`src/rtl/spi_master_seq_if.sv`:
```
// spi_master_seq_if: request, FIFO-read and SPI pin bundle for the SPI write sequencer.
// Build option: define SPI_READ_EN to add the MISO capture signals (spi_miso, rx_data, rx_valid).
interface spi_master_seq_if #(
    parameter int DSIZE = 8,
    parameter int LEN_W = 4
);
    logic             start;
    logic [DSIZE-1:0] addr_in;
    logic [LEN_W-1:0] len_in;
    logic             fifo_empty;
    logic             fifo_rd_en;
    logic [DSIZE-1:0] fifo_data;
    logic             spi_cs;
    logic             spi_sclk;
    logic             spi_mosi_out;
    logic             busy;
    logic             done;
    logic             underrun;
`ifdef SPI_READ_EN
    logic             spi_miso;
    logic [DSIZE-1:0] rx_data;
    logic             rx_valid;

    modport master (
        input  start, addr_in, len_in, fifo_empty, fifo_data, spi_miso,
        output fifo_rd_en, spi_cs, spi_sclk, spi_mosi_out, busy, done, underrun,
        output rx_data, rx_valid
    );

    modport slave (
        output start, addr_in, len_in, fifo_empty, fifo_data, spi_miso,
        input  fifo_rd_en, spi_cs, spi_sclk, spi_mosi_out, busy, done, underrun,
        input  rx_data, rx_valid
    );
`else
    modport master (
        input  start, addr_in, len_in, fifo_empty, fifo_data,
        output fifo_rd_en, spi_cs, spi_sclk, spi_mosi_out, busy, done, underrun
    );

    modport slave (
        output start, addr_in, len_in, fifo_empty, fifo_data,
        input  fifo_rd_en, spi_cs, spi_sclk, spi_mosi_out, busy, done, underrun
    );
`endif
endinterface

```
`src/rtl/spi_master_seq.sv`:
```
// spi_master_seq: frames one SPI mode-0 write per request (address byte, then len_in
// data bytes pulled from the upstream FIFO), with an explicit FSM and FIFO handshake.
// Build option: define SPI_READ_EN to capture MISO during data bytes into rx_data/rx_valid.
module spi_master_seq #(
    parameter int DSIZE   = 8,
    parameter int CLK_DIV = 2,
    parameter int LEN_W   = 4
) (
    input  logic             spi_clk,
    input  logic             n_reset,
    spi_master_seq_if.master bus
);
    localparam int             BCW      = (DSIZE > 2) ? $clog2(DSIZE) : 1;
    localparam logic [7:0]     DIV_LAST = 8'(CLK_DIV - 1);
    localparam logic [BCW-1:0] BIT_LAST = BCW'(DSIZE - 1);

    typedef enum logic [2:0] {S_IDLE, S_ADDR, S_FETCH, S_LOAD, S_DATA, S_HOLD} state_t;

    state_t           r_state;
    logic [7:0]       r_div;
    logic [BCW-1:0]   r_bit;
    logic [LEN_W-1:0] r_bytes;
    logic [DSIZE-1:0] r_shift;
    logic             r_cs;
    logic             r_sclk;
    logic             r_mosi;
    logic             r_busy;
    logic             r_done;
    logic             r_underrun;
    logic             w_div_end;
`ifdef SPI_READ_EN
    logic [DSIZE-1:0] r_rx_shift;
    logic [DSIZE-1:0] r_rx_data;
    logic             r_rx_valid;
`endif

    assign w_div_end = (r_div == DIV_LAST);

    // The read strobe has to be seen by the FIFO in the FETCH cycle itself so that
    // its data is valid during LOAD; it is therefore decoded from the registered state.
    assign bus.fifo_rd_en   = (r_state == S_FETCH) && !bus.fifo_empty;
    assign bus.spi_cs       = r_cs;
    assign bus.spi_sclk     = r_sclk;
    assign bus.spi_mosi_out = r_mosi;
    assign bus.busy         = r_busy;
    assign bus.done         = r_done;
    assign bus.underrun     = r_underrun;
`ifdef SPI_READ_EN
    assign bus.rx_data      = r_rx_data;
    assign bus.rx_valid     = r_rx_valid;
`endif

    // Frame sequencer: state, sclk divider/phase, bit/byte counters and all pin registers.
    always_ff @(posedge spi_clk or negedge n_reset) begin
        if (!n_reset) begin
            r_state    <= S_IDLE;
            r_div      <= '0;
            r_bit      <= '0;
            r_bytes    <= '0;
            r_shift    <= '0;
            r_cs       <= 1'b1;
            r_sclk     <= 1'b0;
            r_mosi     <= 1'b0;
            r_busy     <= 1'b0;
            r_done     <= 1'b0;
            r_underrun <= 1'b0;
`ifdef SPI_READ_EN
            r_rx_shift <= '0;
            r_rx_data  <= '0;
            r_rx_valid <= 1'b0;
`endif
        end else begin
            r_done <= 1'b0;
`ifdef SPI_READ_EN
            r_rx_valid <= 1'b0;
`endif
            case (r_state)
                S_IDLE: begin
                    if (bus.start) begin
                        r_state    <= S_ADDR;
                        r_cs       <= 1'b0;
                        r_busy     <= 1'b1;
                        r_shift    <= bus.addr_in;
                        r_mosi     <= bus.addr_in[DSIZE-1];
                        r_bytes    <= bus.len_in;
                        r_underrun <= 1'b0;
                        r_div      <= '0;
                        r_bit      <= '0;
                        r_sclk     <= 1'b0;
                    end
                end
                S_ADDR, S_DATA: begin
                    if (!w_div_end) begin
                        r_div <= r_div + 8'd1;
                    end else begin
                        r_div <= '0;
                        if (!r_sclk) begin
                            // Low phase done: rising edge, the slave samples MOSI here.
                            r_sclk <= 1'b1;
`ifdef SPI_READ_EN
                            if (r_state == S_DATA)
                                r_rx_shift <= {r_rx_shift[DSIZE-2:0], bus.spi_miso};
`endif
                        end else begin
                            // High phase done: falling edge, next bit goes out on MOSI.
                            r_sclk <= 1'b0;
                            if (r_bit == BIT_LAST) begin
                                r_state <= (r_bytes == '0) ? S_HOLD : S_FETCH;
`ifdef SPI_READ_EN
                                if (r_state == S_DATA) begin
                                    r_rx_data  <= r_rx_shift;
                                    r_rx_valid <= 1'b1;
                                end
`endif
                            end else begin
                                r_bit   <= r_bit + 1'b1;
                                r_shift <= r_shift << 1;
                                r_mosi  <= r_shift[DSIZE-2];
                            end
                        end
                    end
                end
                S_FETCH: begin
                    // An empty FIFO stalls the frame here with sclk held low.
                    if (!bus.fifo_empty) r_state <= S_LOAD;
                    else                 r_underrun <= 1'b1;
                end
                S_LOAD: begin
                    r_shift <= bus.fifo_data;
                    r_mosi  <= bus.fifo_data[DSIZE-1];
                    r_bytes <= r_bytes - 1'b1;
                    r_bit   <= '0;
                    r_div   <= '0;
                    r_state <= S_DATA;
                end
                S_HOLD: begin
                    if (w_div_end) begin
                        r_div   <= '0;
                        r_state <= S_IDLE;
                        r_cs    <= 1'b1;
                        r_busy  <= 1'b0;
                        r_done  <= 1'b1;
                        r_mosi  <= 1'b0;
                    end else begin
                        r_div <= r_div + 8'd1;
                    end
                end
                default: r_state <= S_IDLE;
            endcase
        end
    end
endmodule

```
`src/flat_wrapper.sv`:
```
// flat-port wrapper written by rule: the top's interface ports become plain ports
module spi_master_seq_flat 
#(
    parameter int DSIZE   = 8,
    parameter int CLK_DIV = 2,
    parameter int LEN_W   = 4
)
  (spi_clk, n_reset, bus_start, bus_addr_in, bus_len_in, bus_fifo_empty, bus_fifo_data, bus_fifo_rd_en, bus_spi_cs, bus_spi_sclk, bus_spi_mosi_out, bus_busy, bus_done, bus_underrun);
  spi_master_seq_if #(.DSIZE(DSIZE), .LEN_W(LEN_W)) bus_i ();
  input  logic spi_clk;
  input  logic n_reset;
  input wire logic [$bits(bus_i.start)-1:0] bus_start;
  input wire logic [$bits(bus_i.addr_in)-1:0] bus_addr_in;
  input wire logic [$bits(bus_i.len_in)-1:0] bus_len_in;
  input wire logic [$bits(bus_i.fifo_empty)-1:0] bus_fifo_empty;
  input wire logic [$bits(bus_i.fifo_data)-1:0] bus_fifo_data;
  output wire logic [$bits(bus_i.fifo_rd_en)-1:0] bus_fifo_rd_en;
  output wire logic [$bits(bus_i.spi_cs)-1:0] bus_spi_cs;
  output wire logic [$bits(bus_i.spi_sclk)-1:0] bus_spi_sclk;
  output wire logic [$bits(bus_i.spi_mosi_out)-1:0] bus_spi_mosi_out;
  output wire logic [$bits(bus_i.busy)-1:0] bus_busy;
  output wire logic [$bits(bus_i.done)-1:0] bus_done;
  output wire logic [$bits(bus_i.underrun)-1:0] bus_underrun;
  assign bus_i.start = bus_start;
  assign bus_i.addr_in = bus_addr_in;
  assign bus_i.len_in = bus_len_in;
  assign bus_i.fifo_empty = bus_fifo_empty;
  assign bus_i.fifo_data = bus_fifo_data;
  assign bus_fifo_rd_en = bus_i.fifo_rd_en;
  assign bus_spi_cs = bus_i.spi_cs;
  assign bus_spi_sclk = bus_i.spi_sclk;
  assign bus_spi_mosi_out = bus_i.spi_mosi_out;
  assign bus_busy = bus_i.busy;
  assign bus_done = bus_i.done;
  assign bus_underrun = bus_i.underrun;
  spi_master_seq #(.DSIZE(DSIZE), .CLK_DIV(CLK_DIV), .LEN_W(LEN_W)) u_core (.spi_clk(spi_clk), .n_reset(n_reset), .bus(bus_i));
endmodule
```
`config.mk`:
```
export PLATFORM = sky130hd
export DESIGN_NAME = spi_master_seq_flat
export DESIGN_NICKNAME = d
export VERILOG_FILES = /design/src/rtl/spi_master_seq_if.sv /design/src/rtl/spi_master_seq.sv /design/src/flat_wrapper.sv
export SDC_FILE = /design/constraint.sdc
export NUM_CORES = 1
export LEC_CHECK = 0
export CAP_MARGIN = 20
export CORE_MARGIN = 3
export CORE_UTILIZATION = 35
export DETAILED_ROUTE_END_ITERATION = 10
export GPL_TIMING_DRIVEN = 0
export PLACE_DENSITY_LB_ADDON = 0.3
export SLEW_MARGIN = 30
export SYNTH_ARGS = -nofsm -noshare
export SYNTH_HDL_FRONTEND = slang
export SYNTH_SLANG_ARGS = --single-unit
```
`constraint.sdc`:
```
create_clock -name spi_clk -period 4.6 [get_ports spi_clk]
set_clock_uncertainty 0.05 [all_clocks]
set_input_delay 0.92 -clock spi_clk [delete_from_list [all_inputs] [get_ports spi_clk]]
set_output_delay 0.92 -clock spi_clk [all_outputs]
set_load 0.1 [all_outputs]
```
---- Word level (Yosys, flattened, before mapping) ----
Index checks and enable logic that the tools add are counted.
operators by class
  muxes and demuxes ....................... 41
  reductions and logical operators ........ 21
  add/subtract/negate cells ............... 3
  equality and inequality tests ........... 15
operators with widths
  kind                                                                     count
  3-bit 2-to-1 mux                                                         11
  7-bit 2-to-1 mux                                                         4
  8-bit case mux with 3 select lines                                       1
  7-bit case mux with 3 select lines                                       1
  8-bit 2-to-1 mux                                                         2
  3-bit case mux with 5 select lines                                       1
  1-bit 2-to-1 mux                                                         13
  6-bit AND reduction                                                      2
  3-bit == test, second input constant                                     3
  3-bit case mux with 3 select lines                                       1
  3-bit AND reduction                                                      3
  8-bit by 1-bit adder with 8-bit output, second input constant            1
  8-bit by 1-bit == test with 1-bit output, second input constant          1
  2-bit by 1-bit inequality test with 1-bit output, second input constant  4
  2-bit inequality test, second input constant                             4
  1-bit case mux with 2 select lines                                       4
  4-bit case mux with 2 select lines                                       1
  2-bit nonzero test                                                       4
  3-bit by 2-bit == test with 1-bit output, second input constant          2
  3-bit nonzero test                                                       2
  5-bit AND reduction                                                      1
  4-bit logical NOT                                                        1
  4-bit 2-to-1 mux                                                         1
  1-bit case mux with 4 select lines                                       1
  other kinds (10)                                                         11
word-level totals
  input bits .............................. 24
  output and inout port bits .............. 7
  bits in registers ....................... 31
  word-level logic and storage cells ...... 91

---- Longest topological paths before layout ----
Gate-level depths: netlist of run 1.
  depth in word-level cells ............... 6
  gate-level depth with buffers ........... 8
  depth with buffers taken out ............ 7

---- Worst setup path after synthesis of run 1 ----
Ideal clock, no wire load.
  path kind ............................... reg2out
  start ................................... register u_core.r_state[1]
  end ..................................... output port bus_fifo_rd_en
  slack ................................... 1.408 ns
  stages on the path, launching flop included .. 5
  data arrival time ....................... 2.222 ns
  required time ........................... 3.630 ns
  path buffers ............................ 2
  cells stage by stage .................... dfrtp_1 -> clkbuf_1 -> clkbuf_1 -> nand2_1 -> nor2_1
between the ends
  cells in the longest elaborated chain, start to end .. 2
ends and longest elaborated chain
  element                                   RTL line               text
  from (decl)                               spi_master_seq.sv:19   state_t r_state;
  from (signal assigned)                    spi_master_seq.sv:108  r_state <= (r_bytes == '0) ? S_HOLD : S_FETCH;
  3-bit by 2-bit == test with 1-bit output  spi_master_seq.sv:41   assign bus.fifo_rd_en = (r_state == S_FETCH) && !bus.fifo_empty;
  1-bit logical AND                         spi_master_seq.sv:41
  to (decl)                                 flat_wrapper.sv:17     output wire logic [$bits(bus_i.fifo_rd_en)-1:0] bus_fifo_rd_en;
No other way between the ends.

---- Worst setup path after layout of run 1 ----
Ends and elaborated chain as after synthesis.

==> results of run 1 <==
[cells in the mapped netlist (all sizes together), types with 5 or more instances]
cell / n / area, sq um
clkbuf: 8 / 30.03
a21oi: 11 / 55.05
nand2: 23 / 86.33
nor2b: 6 / 37.54
a221oi: 6 / 58.80
nor2: 20 / 75.07
ha: 6 / 75.07
dfrtp: 30 / 750.7
inv: 12 / 45.04
mux2i: 10 / 100.1
nand3: 5 / 25.02
o21ai: 15 / 75.07
[state kept, by name, summed over array words and instances, names as in the netlist]
name,cells
u_core.r_div,8
u_core.r_shift,7
u_core.r_bytes,4
u_core.r_bit,3
u_core.r_state,3
u_core.bus.busy,1
u_core.bus.done,1
u_core.bus.spi_cs,1
u_core.bus.spi_mosi_out,1
u_core.bus.spi_sclk,1
u_core.bus.underrun,1
[layout make-up]
cell class                 instances  area, sq um
fill                             495         2556
clock buffer                       6        82.58
timing repair buffer              31        322.8
clock inverter                     1        5.005
inverter                          12        45.04
multi-input combinational        143        934.6
buffer                             9        41.29
tap                               67        83.83
sequential                        31        777.0
[power groups by stage]
| stage | clock, W | sequential, W | combinational (W) |
|---|---|---|---|
| floorplan | 0 | 0.000517 | 0.000668 |
| global placement | 0 | 0.000436 | 0.000948 |
| detailed placement | 0 | 0.000440 | 0.000965 |
| CTS | 0.000225 | 0.000436 | 0.000969 |
| global route | 0.000241 | 0.000449 | 0.00106 |
| finish | 0.000217 | 0.000436 | 0.000959 |
[layout by cell type, fill, tap and decap left out, types with 3 or more instances in the layout]
cell,instances
dfrtp_1,30
clkdlybuf4s50_1,29
nand2_1,23
nor2_1,20
o21ai_0,15
inv_1,12
a21oi_1,11
mux2i_1,10
clkbuf_1,8
nor2b_1,6
ha_1,6
clkbuf_8,6
nand3_1,5
a221oi_1,5
nor3_1,4
nand4_1,3
xor2_1,3
xnor2_1,3
[layer usage]
layer / vias up / routed length, um / track usage (%)
met2: 49 / 1771 / 22.00
met1: 725 / 1872 / 18.00
met4: 0 / 48 / 4.804
met3: 5 / 245 / 5.684
li1: 756 / - / -
met5: - / 0 / 0
[stage by stage]
stage | cells | util (%) | setup slack [ns] | instance area, sq um | hold slack (ns)
after global placement | 292 | 45.01 | 1.016 | 2182 | 0.4483
after detailed placement | 293 | 45.47 | 1.012 | 2205 | 0.4548
after global routing | 300 | 47.28 | 0.7508 | 2292 | 0.5014
final | 300 | 47.28 | 0.9092 | 2292 | 0.4669
after floorplan | 195 | - | 1.408 | 1798 | 0.4318
after CTS | 300 | 47.28 | 0.9030 | 2292 | 0.4700
[how the worst max path moves through the flow]
stage / endpoint / slack [ns] / from
floorplan: bus_fifo_rd_en / 1.41 / u_core.r_state[1]
CTS: bus_fifo_rd_en / 0.90 / u_core.r_state[1]
global route: bus_fifo_rd_en / 0.75 / u_core.r_state[1]
detailed placement: bus_fifo_rd_en / 1.01 / bus_fifo_empty
global placement: bus_fifo_rd_en / 1.02 / bus_fifo_empty
finish: bus_fifo_rd_en / 0.91 / u_core.r_state[1]
[kinds of logic (layout without fill, tap and decap cells)]
kind of cell	after synthesis	count (layout)	synth area share, %
adders and majority gates	6	6	4.175
DFF	31	31	43.22
and+or+nand+nor	72	72	19.76
xor gates and xnor gates	6	6	2.923
muxes	14	14	8.490
buffers and inverters	21	59	4.802
AOI/OAI and AO/OA	45	45	16.63
[critical path, cell delays in order (launching register included)]
cell	delay, ns
dfrtp_1	0.39
clkbuf_1	0.35
clkbuf_1	0.37
nand2_1	0.09
nor2_1	0.10
clkdlybuf4s50_1	1.13
==> out/metrics.csv, run 1 <==
stage,metric,value,unit
floorplanning,rows,25,
power_and_ir_drop,powerDensity,703.5,nW/um^2
timing,worst_pin_slew,0.9628,ns
logic_synthesis,ys.flop_type,dfrtp_1,
job,cap_violations,0,
grt,grt_pass1_vias,1476,
clock_network,post_cts_buffers,0,
final_layout,antenna_cells,0,
detailed_routing,wl,3938,um
power_and_ir_drop,pwr-share-clk,13.5,%
placement,gp_congestion,0.8231,
power_and_ir_drop,p_leak,0.9966,nW
logic_synthesis,yosys_warnings,0,
clock_network,numClockSinks,31,
clock_network,numCtsBuffers,5,
final_layout,syn_to_final_growth,27.49,%
grt,grt_pass1_wl,6810,um
status,status,completed,
grt,grt_use_total,14.24,%
critical_path,crit_arrival,2.72,ns
timing,hold_viol,0,
power_and_ir_drop,seq_power_share,27.0,%
grt,grt_overflow,0,
critical_path,worstSetupPathType,flip-flop to primary output,
final_layout,drive_gt1_share,9.442,%
power_and_ir_drop,p_sw_share,45.34,%
clock_network,cts_hold_buf,0,
timing,setup_viol,0,
floorplanning,pin_count,31,
final_layout,fin_nets,263,
timing,fin_crit,3.691,ns
timing,rsz0062_at_grt,false,
logic_synthesis,synthArstFlopShare,100.0,%
critical_path,cp-end-kind,primary output,
logic_synthesis,synth-seq-cells,31,
logic_synthesis,avgSynthCellArea,9.220,sq um
floorplanning,dieArea,6033,sq um
detailed_routing,vias_per_cell,5.117,
floorplanning,die_h,77.68,um
clock_network,cts_htree_levels,2,
logic_synthesis,synth_edf_count,0,
clock_network,path_clk_slew,0.06,ns
timing,finalSetupTns,0,ns
clock_network,clk_latency,0.29,ns
power_and_ir_drop,power,0.001613,W
logic_synthesis,synth_cells,195,
logic_synthesis,seq_area_frac_synth,43.22,%
detailed_routing,final_antenna_net_count,0,
placement,portBuffers,30,
placement,dpl.hpwl,2940,um
critical_path,rr_worst_depth,7,
critical_path,reg2reg_from,u_core.r_div[1],
timing,relSlewSlack,35.61,%
logic_synthesis,synth_area,1798,sq um
min_path,min_from,u_core.bus.busy,
timing,max_freq,270.9,MHz
clock_network,ctsResizeCount,0,
power_and_ir_drop,switchingPower,0.0007312,W
floorplanning,core,4848,sq um
detailed_routing,drt_iter0_markers,66,
grt,grt_max_degree,17,
floorplanning,dieWidth,77.68,um
timing,finalCritPeriodShare,80.23,%
detailed_routing,drc,0,
power_and_ir_drop,power_frac_comb,59.5,%
grt,antenna_found_initial,0,
floorplanning,start_util,37.08,%
power_and_ir_drop,internal-power,0.0008814,W
min_path,min_to,u_core.bus.busy,
power_and_ir_drop,peakVddDrop,0.3563,mV
min_path,whs_path_depth,2,
critical_path,startpoint_type,flip-flop,
critical_path,reg2reg_slack,1.98,ns
logic_synthesis,synth_cell_types,39,
clock_network,clock_tree.root_cell,clkbuf_8,
detailed_routing,wl_per_cell,13.13,um
logic_synthesis,synth_fp_nets,225,
clock_network,cts_tree,yes,
detailed_routing,drt_pre_antenna_iters,4,
critical_path,r2r-end,u_core.r_state[2],
timing,drv_slew,0,
critical_path,critPathMaxFanout,10,
detailed_routing,detailroute.via_count,1535,
critical_path,critPathRequiredTime,3.63,ns
clock_network,clk_path_buf_depth,2,
min_path,hold_path_class,flip-flop to flip-flop,
Note: power is estimated with default switching activity, not from simulation.
==> run 2, diff against run 1 <==
clock period = 3.75 ns   (was 4.6 ns; I/O delays follow)
==> results of run 2 <==
The final DEF is identical to that of run 1. Status: completed.
Among the figures that moved: setup slack after placement 1.012 ns -> 0.5017 ns; clock-pin slew on the worst setup and hold paths 0.06 ns -> 0.07 ns; setup slack after layout 0.9092 ns -> 0.2292 ns; hold slack 0.4669 ns -> 0.3406 ns; register-to-register setup slack 1.98 ns -> 1.13 ns; total power 0.001613 W -> 0.001978 W; worst IR drop on VDD 0.3563 mV -> 0.4371 mV
==> run 3, diff against run 2 <==
CAP_MARGIN = default   (was 20)
HOLD_SLACK_MARGIN = 0.08   (was default)
==> results of run 3 <==
The final DEF is identical to that of run 1. Status: completed.
Among the figures that moved: setup slack after placement 1.012 ns -> 0.5017 ns; clock-pin slew on the worst setup and hold paths 0.06 ns -> 0.07 ns; setup slack after layout 0.9092 ns -> 0.2292 ns; hold slack 0.4669 ns -> 0.3406 ns; register-to-register setup slack 1.98 ns -> 1.13 ns; total power 0.001613 W -> 0.001978 W; worst IR drop on VDD 0.3563 mV -> 0.4371 mV
